`config.mk`:
```
export PLATFORM = sky130hd
export DESIGN_NAME = rf_read_arbiter
export DESIGN_NICKNAME = d
export VERILOG_FILES = /design/src/rtl/rf_read_arbiter_pkg.sv /design/src/rtl/rf_read_arbiter_rr_pick.sv /design/src/rtl/rf_read_arbiter.sv
export SDC_FILE = /design/constraint.sdc
export NUM_CORES = 1
export LEC_CHECK = 0
export CAP_MARGIN = 40
export CORE_MARGIN = 2
export CORE_UTILIZATION = 35
export CTS_BUF_LIST = sky130_fd_sc_hd__clkbuf_4 sky130_fd_sc_hd__clkbuf_8 sky130_fd_sc_hd__clkbuf_16
export DETAILED_ROUTE_END_ITERATION = 16
export GPL_ROUTABILITY_DRIVEN = 0
export PLACE_DENSITY = 0.74
export SLEW_MARGIN = 30
export SYNTH_ARGS = -nofsm -noshare
export SYNTH_HDL_FRONTEND = slang
export SYNTH_SLANG_ARGS = --single-unit
```
`constraint.sdc`:
```
create_clock -name clk -period 2.1 [get_ports clk]
set_input_delay 0.42 -clock clk [delete_from_list [all_inputs] [get_ports clk]]
set_output_delay 0.42 -clock clk [all_outputs]
set_load 0.1 [all_outputs]
```
`src/rtl/rf_read_arbiter_pkg.sv`:
```
// Shared types and helpers for the register-file read arbiter.
package rf_arb_pkg;

  typedef enum logic {IDLE, WAIT} state_t;

  localparam logic [4:0] ZR_ADDR = 5'd31;

  // Width needed to index n items, never less than one bit.
  function automatic int id_w(input int n);
    return (n <= 2) ? 1 : $clog2(n);
  endfunction

endpackage

```
`src/rtl/rf_read_arbiter_rr_pick.sv`:
```
// Combinational round-robin picker: first set request at or above ptr, wrapping.
module rr_pick
  import rf_arb_pkg::*;
#(
  parameter int NREQ = 4,
  parameter int ID_W = id_w(NREQ)
) (
  input  logic [NREQ-1:0] req,
  input  logic [ID_W-1:0] ptr,
  output logic            any,
  output logic [ID_W-1:0] idx,
  output logic [NREQ-1:0] onehot
);

  always_comb begin
    any    = 1'b0;
    idx    = '0;
    onehot = '0;
    for (int unsigned i = 0; i < NREQ; i++) begin
      int unsigned p;
      p = (32'(ptr) + i) % NREQ;
      if (!any && req[p]) begin
        any = 1'b1;
        idx = ID_W'(p);
      end
    end
    if (any) onehot = NREQ'(1) << idx;
  end

endmodule

```
`src/rtl/rf_read_arbiter.sv`:
```
// Round-robin sharing of the register-file read mux tree with a fixed settle delay.
module rf_read_arbiter
  import rf_arb_pkg::*;
#(
  parameter int NREQ       = 4,
  parameter int DATA_W     = 64,
  parameter int ADDR_W     = 5,
  parameter int SETTLE_CYC = 2,
  parameter int ZR_BYPASS  = 1,
  localparam int ID_W      = id_w(NREQ)
) (
  input  logic                   clk,
  input  logic                   reset_n,
  input  logic [NREQ-1:0]        req,
  input  logic [NREQ*ADDR_W-1:0] addr,
  output logic [NREQ-1:0]        gnt,
  output logic [ADDR_W-1:0]      rf_rd_addr,
  input  logic [DATA_W-1:0]      rf_rd_data,
  output logic                   rvalid,
  output logic [ID_W-1:0]        rid,
  output logic [DATA_W-1:0]      rdata
);

  localparam int CNT_W = id_w(SETTLE_CYC + 1);

  if (SETTLE_CYC < 1) begin : g_bad_settle
    $error("rf_read_arbiter: SETTLE_CYC must be >= 1");
  end
  if (NREQ < 2 || NREQ > 8) begin : g_bad_nreq
    $error("rf_read_arbiter: NREQ must be in 2..8");
  end

  state_t              state_q;
  logic [NREQ-1:0]     gnt_q;
  logic [ADDR_W-1:0]   rf_rd_addr_q;
  logic                rvalid_q;
  logic [ID_W-1:0]     rid_q;
  logic [DATA_W-1:0]   rdata_q;
  logic [ID_W-1:0]     rr_ptr_q;
  logic [CNT_W-1:0]    cnt_q;

  logic                pick_any;
  logic [ID_W-1:0]     pick_idx;
  logic [NREQ-1:0]     pick_onehot;
  logic [ADDR_W-1:0]   win_addr;
  logic [ID_W-1:0]     rr_ptr_d;
  logic [CNT_W-1:0]    cnt_d;
  logic                zr_grant;
  logic                zr_capture;

  rr_pick #(
    .NREQ (NREQ),
    .ID_W (ID_W)
  ) u_pick (
    .req    (req),
    .ptr    (rr_ptr_q),
    .any    (pick_any),
    .idx    (pick_idx),
    .onehot (pick_onehot)
  );

  // Bypass is decided from the held select lines, so no extra flag is stored.
  always_comb begin
    win_addr   = addr[32'(pick_idx)*ADDR_W +: ADDR_W];
    rr_ptr_d   = (pick_idx == ID_W'(NREQ - 1)) ? '0 : pick_idx + ID_W'(1);
    zr_grant   = (ZR_BYPASS != 0) && (win_addr == ADDR_W'(ZR_ADDR));
    zr_capture = (ZR_BYPASS != 0) && (rf_rd_addr_q == ADDR_W'(ZR_ADDR));
    cnt_d      = zr_grant ? CNT_W'(1) : CNT_W'(SETTLE_CYC);
  end

  always_ff @(posedge clk or negedge reset_n) begin
    if (!reset_n) begin
      state_q      <= IDLE;
      gnt_q        <= '0;
      rf_rd_addr_q <= '0;
      rvalid_q     <= 1'b0;
      rid_q        <= '0;
      rdata_q      <= '0;
      rr_ptr_q     <= '0;
      cnt_q        <= '0;
    end else begin
      gnt_q    <= '0;
      rvalid_q <= 1'b0;
      case (state_q)
        IDLE: begin
          if (pick_any) begin
            gnt_q        <= pick_onehot;
            rf_rd_addr_q <= win_addr;
            rid_q        <= pick_idx;
            rr_ptr_q     <= rr_ptr_d;
            cnt_q        <= cnt_d;
            state_q      <= WAIT;
          end
        end
        WAIT: begin
          cnt_q <= cnt_q - CNT_W'(1);
          if (cnt_q == CNT_W'(1)) begin
            rdata_q  <= zr_capture ? '0 : rf_rd_data;
            rvalid_q <= 1'b1;
            state_q  <= IDLE;
          end
        end
        default: state_q <= IDLE;
      endcase
    end
  end

  assign gnt        = gnt_q;
  assign rf_rd_addr = rf_rd_addr_q;
  assign rvalid     = rvalid_q;
  assign rid        = rid_q;
  assign rdata      = rdata_q;

endmodule

```
==> results of run 1 <==
-- metal layers --
layer | up-vias | GRT usage, %
met2 | 100 | 28.59
met4 | 0 | 7.903
met3 | 15 | 3.303
li1 | 1232 | -
met5 | - | 0
met1 | 1291 | 22.27
-- worst max-delay path by stage --
stage | endpoint | cells past startpoint | slack, ps
after floorplan | rdata[10]$_DFFE_PN0P_ | 4 | 20
after global placement | cnt_q[1]$_DFFE_PN0P_ | 9 | -330
final | cnt_q[1]$_DFFE_PN0P_ | 9 | 70
after CTS | cnt_q[1]$_DFFE_PN0P_ | 8 | 20
after detailed placement | cnt_q[1]$_DFFE_PN0P_ | 9 | -390
after global routing | cnt_q[1]$_DFFE_PN0P_ | 9 | -30
-- what timing repair did --
item,4_1_cts,5_1_grt
endpoints found under the setup margin,2,2
gates cloned,0,0
hold buffers,0,0
setup buffers,0,3
gates resized for setup,1,6
pin swaps,1,7
-- cell families (layout without fill, tap and decap cells) --
| logic type | count (synthesis) | in the layout | share of synthesized area [%] |
|---|---|---|---|
| AOI/OAI and AO/OA | 80 | 80 | 20.89 |
| adders and majority gates | 5 | 5 | 1.971 |
| buffers and inverters | 20 | 206 | 2.602 |
| DFF | 81 | 81 | 63.85 |
| muxes | 15 | 15 | 5.282 |
| and+or+nand+nor | 33 | 33 | 5.401 |
-- area by class of cell --
class                      instances  area, um2  share of cell area, %
sequential                        81       2028                  39.38
timing repair buffer             185       1643                  31.90
multi-input combinational        133       1097                  21.31
clock buffer                      10      137.6                  2.672
tap                              108      135.1                  2.624
clock inverter                     6      90.09                  1.749
inverter                           5      18.77                 0.3644
-- registers in the layout, summed over array words and instances (netlist names) --
name / flops
gnt: 4
rvalid: 1
rdata: 64
rr_ptr_q: 2
state_q: 1
rid: 2
cnt_q: 2
rf_rd_addr: 5
-- critical path: cells and delay by family --
kind,cells,cell delay (ps)
AO/OA/AOI/OAI,2,340
buffers and inverters,2,700
multiplexers,2,320
AND/OR/NAND/NOR,3,470
-- stage by stage --
step / setup slack [ps] / area, um2 / TNS (ps)
floorplan: 16.24 / 3174 / 0
finish: 66.36 / 5150 / 0
global route: -27.01 / 5150 / -43.07
global placement: -328.9 / 4875 / -1287
CTS: 21.38 / 5110 / 0
detailed placement: -388.8 / 4875 / -1829
-- cell usage after synthesis --
cell type  count
nand2b_1       1
nor4_4         1
nor2_1         4
buf_6          1
a221oi_2       1
and2_1         4
mux4_2         1
o22a_2         1
and3_1         1
o21a_1         1
mux2_2         4
nand2_1       16
clkbuf_1      13
ha_1           5
nor4_1         1
o22ai_1        1
dfrtp_1       81
nand2_2        1
nor2_2         1
nor2b_1        2
a21o_1         1
buf_1          1
a22o_1        64
o21ai_0        7
or2_2          1
mux2i_1       10
a21oi_1        3
a31oi_1        1
inv_1          5
==> flow_summary_export.csv, run 1 <==
group,metric,value,unit
critical_path,startpoint_type,"input port",
route,ant_nets,0,
floorplanning,die_w,99.24,um
outcome,status,"completed",
critical_path,crit_path_max_fanout,6,
place,port_buffers,165,
finish,fillers,739,
critical_path,cpPeakStageDelay,530,ps
global_route,grt-ovfl-total,0,
global_route,grt_pass1_vias,2615,
yosys,synth.avg_cell_area,13.57,um2
finish,layout.cells.most_common,"buf_4",
critical_path,critPathArrivalTime,2260,ps
floorplanning,dieHeight,99.24,um
timing,fin_crit,2034,ps
critical_path,cp_cell_sequence,"clkdlybuf4s50_1, mux2i_1, o22ai_1, nor2_2, buf_4, mux4_2, nand2_2, nor4_4, a221oi_2",
route,vias_per_cell,4.996,
timing,relSlewSlack,66.02,%
timing,skew,11.24,ps
yosys,ys_types,29,
route,dr_wl_met3,537,um
global_route,grt_max_degree,56,
global_route,grtUsageTotal,17.35,%
critical_path,crit_required,2320,ps
clock_network,cts_sinks,81,
finish,drive_gt1_share,30.48,%
critical_path,reg2reg_depth,8,
timing,slew_viol_final,0,
global_route,grt_antenna_before_repair,0,
floorplanning,core,8763,um2
yosys,ys_ff_latch,81,
timing,fin_crit_sh,96.84,%
yosys,synth_cells,234,
floorplanning,initial_core_util,36.22,%
critical_path,critPathSlowestCell,"clkdlybuf4s50_1",
route,dr_wl_met2,4.128,mm
timing,grt_setup_unrepaired,"true",
clock_network,cts-root-buf,"clkbuf_8",
finish,layout.nets,510,
timing,whs,37.57,ps
finish,final_cell_mix,"buf_4, clkdlybuf4s50_1, dfrtp_1",
timing,setup_viol,0,
clock_network,cts_max_path_buffers,2,
critical_path,critical_path_class,"input port to flip-flop",
route,drt_iter0_drc,65,
clock_network,cts_tree,"done",
yosys,yosysTopAreaCellShare,63.85,%
route,m1WireLength,3.542,mm
yosys,ys_seq_area_share,63.85,%
critical_path,ff2ff_setup_slack,90,ps
global_route,grt_pass1_wl,13.48,mm
clock_network,cts-htree-levels,3,
job,drv_cap,0,
route,dr.pass1.iters,4,
finish,utilization,58.77,%
route,highest_layer,"met4",
yosys,synth.top_cells.by_area,"dfrtp_1, a22o_1, mux2i_1",
worst_hold_path,hold_class,"input port to async pin",
finish,syn2layout_area_growth,62.24,%
yosys,syn_nets,329,
finish,diodes,0,
place,dpl.hpwl,6.139,mm
yosys,yosysWarnings,0,
clock_network,clk_pin_slew,80,ps
timing,fmax,491.7,MHz
finish,fin_cells,528,
clock_network,cts_buffers,9,
floorplanning,rows,34,
critical_path,end_kind,"flip-flop",
route,routedWlPerCell,15.88,um
timing,tightest_slew,509.7,ps
route,vias,2638,
critical_path,rr_startpoint,"rr_ptr_q[1]$_DFFE_PN0P_",
critical_path,rr_endpoint,"cnt_q[1]$_DFFE_PN0P_",
clock_network,clock_latency,350,ps
floorplanning,pin_count,166,
yosys,synth_area,3174,um2
route,totalWireLength,8.382,mm
timing,hold_viol,0,
critical_path,crit_start,"req[2]",
floorplanning,die_area,9848,um2
yosys,yosys.area.top_type,"dfrtp_1",
route,drc,0,
place,dp_cells,509,
Power of run 1 is left out: the tool's default activity adds up to more than one toggle a clock period on the data nets, which glitch-free logic cannot reach.
==> inputs of run 2 (changes only) <==
--- a/config.mk
+++ b/config.mk
@@ -6,7 +6,7 @@
 export NUM_CORES = 1
 export LEC_CHECK = 0
 export CAP_MARGIN = 40
-export CORE_MARGIN = 2
+export CORE_MARGIN = 4
 export CORE_UTILIZATION = 35
 export CTS_BUF_LIST = sky130_fd_sc_hd__clkbuf_4 sky130_fd_sc_hd__clkbuf_8 sky130_fd_sc_hd__clkbuf_16
 export DETAILED_ROUTE_END_ITERATION = 16
==> run 2 against run 1 <==
  * Sequential share of layout area grew 0.071 points
  * Hold slack gained 53 ps
  * Non-clock buffer count shrank 3
  * Final cell count shrank 0.38%
  * Die area grew 8.2%
  * Count of clock-buffer cells in the layout grew 3
  * Setup slack gained 42 ps
  * Register-to-register slack gained 30 ps
  * Flip-flop and latch count is the same
  * Critical path depth shrank 2
  * Global-route usage shrank 0.96 points
  * Final area shrank 0.24%
  * Largest cell class unchanged
==> flow_summary_export.csv, run 2 (synthesis results as in run 1) <==
group,metric,value,unit
floorplanning,core,8763,um2
timing,fmax,502.1,MHz
global_route,grtUsageTotal,16.39,%
timing,grt_setup_unrepaired,"false",
route,drt_iter0_drc,55,
timing,setup_viol,0,
timing,timing.final.ws_setup,108.6,ps
timing,fin_crit_sh,94.83,%
place,port_buffers,165,
route,drc,0,
clock_network,cts-htree-levels,3,
job,drv_cap,0,
finish,layout.cells.most_common,"buf_4",
finish,final_cell_mix,"buf_4, clkdlybuf4s50_1, dfrtp_1",
clock_network,hold_buffers,0,
floorplanning,dieHeight,103.2,um
outcome,status,"completed",
route,vias,2637,
finish,drive_gt1_share,30.14,%
global_route,grt_antenna_before_repair,0,
floorplanning,die_w,103.2,um
global_route,grt-ovfl-total,0,
global_route,grt_max_degree,65,
clock_network,cts-root-buf,"clkbuf_8",
critical_path,crit_path_max_fanout,5,
route,totalWireLength,8.932,mm
global_route,grt_pass1_vias,2703,
timing,relSlewSlack,59.80,%
critical_path,startpoint_type,"input port",
timing,fin_crit,1991,ps
clock_network,cts_max_path_buffers,2,
place,preCtsSetupSlack,-388.3,ps
timing,hold_viol,0,
clock_network,clock_latency,340,ps
critical_path,critPathArrivalTime,2230,ps
timing,skew,14.24,ps
global_route,grt_pass1_wl,13.63,mm
floorplanning,initial_core_util,36.22,%
critical_path,critical_path_class,"input port to flip-flop",
route,vias_per_cell,5.013,
floorplanning,rows,34,
worst_hold_path,hold_class,"input port to async pin",
clock_network,cts_sinks,81,
place,dpl.hpwl,6.682,mm
timing,slew_viol_final,0,
route,dr.pass1.iters,6,
route,ant_nets,0,
critical_path,crit_required,2340,ps
floorplanning,pin_count,166,
clock_network,cts_tree,"done",
finish,syn2layout_area_growth,61.84,%
finish,largest_reg_flops,64,
timing,tightest_slew,603.0,ps
route,routedWlPerCell,16.98,um
critical_path,end_kind,"flip-flop",
clock_network,cts_buffers,9,
floorplanning,die_area,10660,um2
timing,setup_tns,0,ps
finish,diodes,0,
finish,layout.nets,508,
timing,whs,90.17,ps
clock_network,clk_pin_slew,80,ps
## run 2: cell count changes in the layout (fill, tap and decap cells not counted), sizes merged
cell,previous run,this run
buf,97,94
bufinv,2,1
clkbuf,10,13
clkdlybuf4s50,86,85
clkinv,2,0
dlygate4sd2,0,1
o22a,1,2
## run 2: routing by layer
layer	up-vias	wire length (um)	GRT usage, %
met4	0	160	6.574
met5	-	0	0
li1	1227	-	-
met1	1292	3371	19.93
met3	15	734	3.421
met2	103	4665	28.42
## run 2: metrics by stage
step / utilization (%) / instances / cell area, um2
floorplan: - / 234 / 3174
global placement: 55.45 / 507 / 4860
detailed placement: 55.45 / 507 / 4860
CTS: 58.07 / 523 / 5089
global route: 58.62 / 526 / 5137
finish: 58.62 / 526 / 5137
## run 2: worst max-delay path, cell delays in order
cell and delay [ps]:
clkdlybuf4s50_1 530, o21a_1 190, o22a_4 210, mux4_2 510, nand2_2 110, nor4_4 60
a221oi_2 200
## run 2: repair_timing
action | 4_1_cts | 5_1_grt
buffers inserted | 1 | 2
pin swaps | 2 | 6
endpoints found under the setup margin | 2 | 2
cloned | 0 | 1
hold endpoints to repair | 0 | 0
resized for setup | 3 | 6
## run 2: layout make-up
type                       instances  area [um2]
sequential                        81        2027
inverter                           5       18.77
fill                             737        3626
timing repair buffer             182        1615
tap                              108       135.1
clock inverter                     3       46.29
clock buffer                      13       172.7
multi-input combinational        134        1122
## run 2: final timing paths
| kind | slack [ps] | from | endpoint | depth (start not counted) |
|---|---|---|---|---|
| worst max-delay path | 110 | req[2] | cnt_q[1]$_DFFE_PN0P_ | 7 |
| worst min-delay path | 90 | reset_n | rdata[39]$_DFFE_PN0P_ | 1 |
| worst max register to register | 120 | rr_ptr_q[1]$_DFFE_PN0P_ | cnt_q[1]$_DFFE_PN0P_ | 7 |
| worst min register to register | 490 | rid[1]$_DFFE_PN0P_ | rid[1]$_DFFE_PN0P_ | 2 |
| max in group asynchronous | 1400 | reset_n | rf_rd_addr[2]$_DFFE_PN0P_ | 2 |
| min in group clk | 490 | rid[1]$_DFFE_PN0P_ | rid[1]$_DFFE_PN0P_ | 2 |
Power of run 2 is left out for the same reason.
==> inputs of run 3 (changes only) <==
--- a/config.mk
+++ b/config.mk
@@ -11,8 +11,8 @@
 export CTS_BUF_LIST = sky130_fd_sc_hd__clkbuf_4 sky130_fd_sc_hd__clkbuf_8 sky130_fd_sc_hd__clkbuf_16
 export DETAILED_ROUTE_END_ITERATION = 16
 export GPL_ROUTABILITY_DRIVEN = 0
+export MAX_ROUTING_LAYER = met4
 export PLACE_DENSITY = 0.74
-export SLEW_MARGIN = 30
 export SYNTH_ARGS = -nofsm -noshare
 export SYNTH_HDL_FRONTEND = slang
 export SYNTH_SLANG_ARGS = --single-unit
==> run 3 against run 2 <==
  * Final area stayed put
  * Register-to-register slack hardly changed
  * Fmax hardly changed
  * Final cell count is the same
  * Flip-flop and latch count stayed put
  * Critical path type unchanged
  * Global-route usage is 0.53 points higher
  * Setup slack hardly changed
  * Highest routed layer unchanged
  * Sequential share of layout area unchanged
==> flow_summary_export.csv, run 3 (synthesis results as in run 1) <==
group,metric,value,unit
floorplanning,die_w,103.2,um
clock_network,hold_buffers,0,
critical_path,critPathSlowestCell,"clkdlybuf4s50_1",
critical_path,critPathArrivalTime,2240,ps
critical_path,ff2ff_setup_slack,120,ps
place,dpl.hpwl,6.682,mm
outcome,status,"completed",
clock_network,cts-root-buf,"clkbuf_8",
route,ant_nets,0,
finish,syn2layout_area_growth,61.84,%
worst_hold_path,hold_class,"input port to async pin",
route,dr.pass1.iters,4,
route,drt_iter0_drc,56,
route,drc,0,
global_route,grt_antenna_before_repair,0,
timing,tightest_slew,602.6,ps
clock_network,cts_tree,"done",
timing,skew,14.07,ps
finish,final_cell_mix,"buf_4, clkdlybuf4s50_1, dfrtp_1",
critical_path,end_kind,"flip-flop",
critical_path,rr_startpoint,"rr_ptr_q[1]$_DFFE_PN0P_",
critical_path,critPathBufInv,1,
critical_path,reg2reg_depth,7,
critical_path,cp_cell_sequence,"clkdlybuf4s50_1, o21a_1, o22a_4, mux4_2, nand2_2, nor4_4, a221oi_2",
timing,fin_crit,1992,ps
floorplanning,pin_count,166,
clock_network,clock_latency,340,ps
critical_path,crit_path_max_fanout,5,
route,totalWireLength,8.956,mm
timing,grt_setup_unrepaired,"false",
timing,slew_viol_final,0,
clock_network,cts_buffers,9,
clock_network,cts_max_path_buffers,2,
finish,diodes,0,
timing,fmax,502.1,MHz
floorplanning,die_area,10660,um2
global_route,grt_pass1_vias,2696,
finish,layout.cells.most_common,"buf_4",
place,post_dp_cell_area,4860,um2
critical_path,cp_num_cells,7,
floorplanning,rows,34,
global_route,grt_max_degree,65,
critical_path,crit_start,"req[2]",
global_route,grt-ovfl-total,0,
clock_network,clk_pin_slew,80,ps
timing,relSlewSlack,59.83,%
finish,drive_gt1_share,30.14,%
critical_path,cpPeakStageDelay,530,ps
finish,layout.nets,508,
critical_path,critical_path_class,"input port to flip-flop",
timing,fin_crit_sh,94.85,%
job,drv_cap,0,
finish,largest_reg_flops,64,
clock_network,cts-htree-levels,3,
floorplanning,initial_core_util,36.22,%
critical_path,cp-endpoint,"cnt_q[1]$_DFFE_PN0P_",
route,vias_per_cell,5.034,
timing,setup_viol,0,
floorplanning,dieHeight,103.2,um
critical_path,startpoint_type,"input port",
route,routedWlPerCell,17.03,um
timing,setup_tns,0,ps
route,vias,2648,
critical_path,rr_endpoint,"cnt_q[1]$_DFFE_PN0P_",
critical_path,crit_family,"compound AO/OA/AOI/OAI gates",
timing,hold_viol,0,
place,port_buffers,165,
critical_path,crit_required,2340,ps
global_route,grt_pass1_wl,13.64,mm
global_route,grtUsageTotal,16.92,%
floorplanning,core,8763,um2
clock_network,cts_sinks,81,
finish,design_area,5137,um2
-- run 3: cell counts in the layout (fill, tap and decap cells not counted) --
No cell type changed its count.
-- run 3: how the worst min path moves through the flow --
stage / endpoint
after global routing: rdata[42]$_DFFE_PN0P_
final: rdata[39]$_DFFE_PN0P_
after floorplan: cnt_q[0]$_DFFE_PN0P_
after CTS: rdata[22]$_DFFE_PN0P_
after detailed placement: rid[1]$_DFFE_PN0P_
after global placement: rdata[39]$_DFFE_PN0P_
-- run 3: metrics by stage --
step / util [%] / hold WS, ps / setup WS, ps / std cells
6_report: 58.62 / 87.55 / 108.2 / 526
5_1_grt: 58.62 / 120.6 / 3.419 / 526
4_1_cts: 58.07 / 92.42 / 23.92 / 523
3_5_place_dp: 55.45 / 473.6 / -388.3 / 507
3_3_place_gp: 55.45 / 468.1 / -347.0 / 507
2_1_floorplan: - / 124.4 / 16.24 / 234
-- run 3: cell type report --
class                      count  area [um2]
fill                         737        3626
sequential                    81        2027
timing repair buffer         182        1615
multi-input combinational    134        1122
clock buffer                  13       172.7
tap                          108       135.1
clock inverter                 3       46.29
inverter                       5       18.77
-- run 3: worst register-to-register path, cell delays in order (launching register included) --
cell and delay, ps:
dfrtp_1 420, a21oi_1 90, o21a_1 220, o22a_4 290, mux2i_1 130, mux2_4 290, nor4_4 320, a221oi_2 90
-- run 3: per-layer routing --
metal / routed length (um) / track usage [%] / up-vias / part of all wire, %
met5: 0 / - / - / 0
met4: 160 / 6.574 / 0 / 1.8
met3: 691 / 3.085 / 14 / 7.7
met2: 4679 / 28.32 / 109 / 52
met1: 3424 / 20.32 / 1298 / 38
li1: - / - / 1227 / -
-- run 3: what timing repair did --
action,CTS,global route
pin swaps,2,6
buffers inserted,1,2
resized for setup,3,6
endpoints found under the setup margin,2,2
cloned,0,1
Power of run 3 is left out for the same reason.
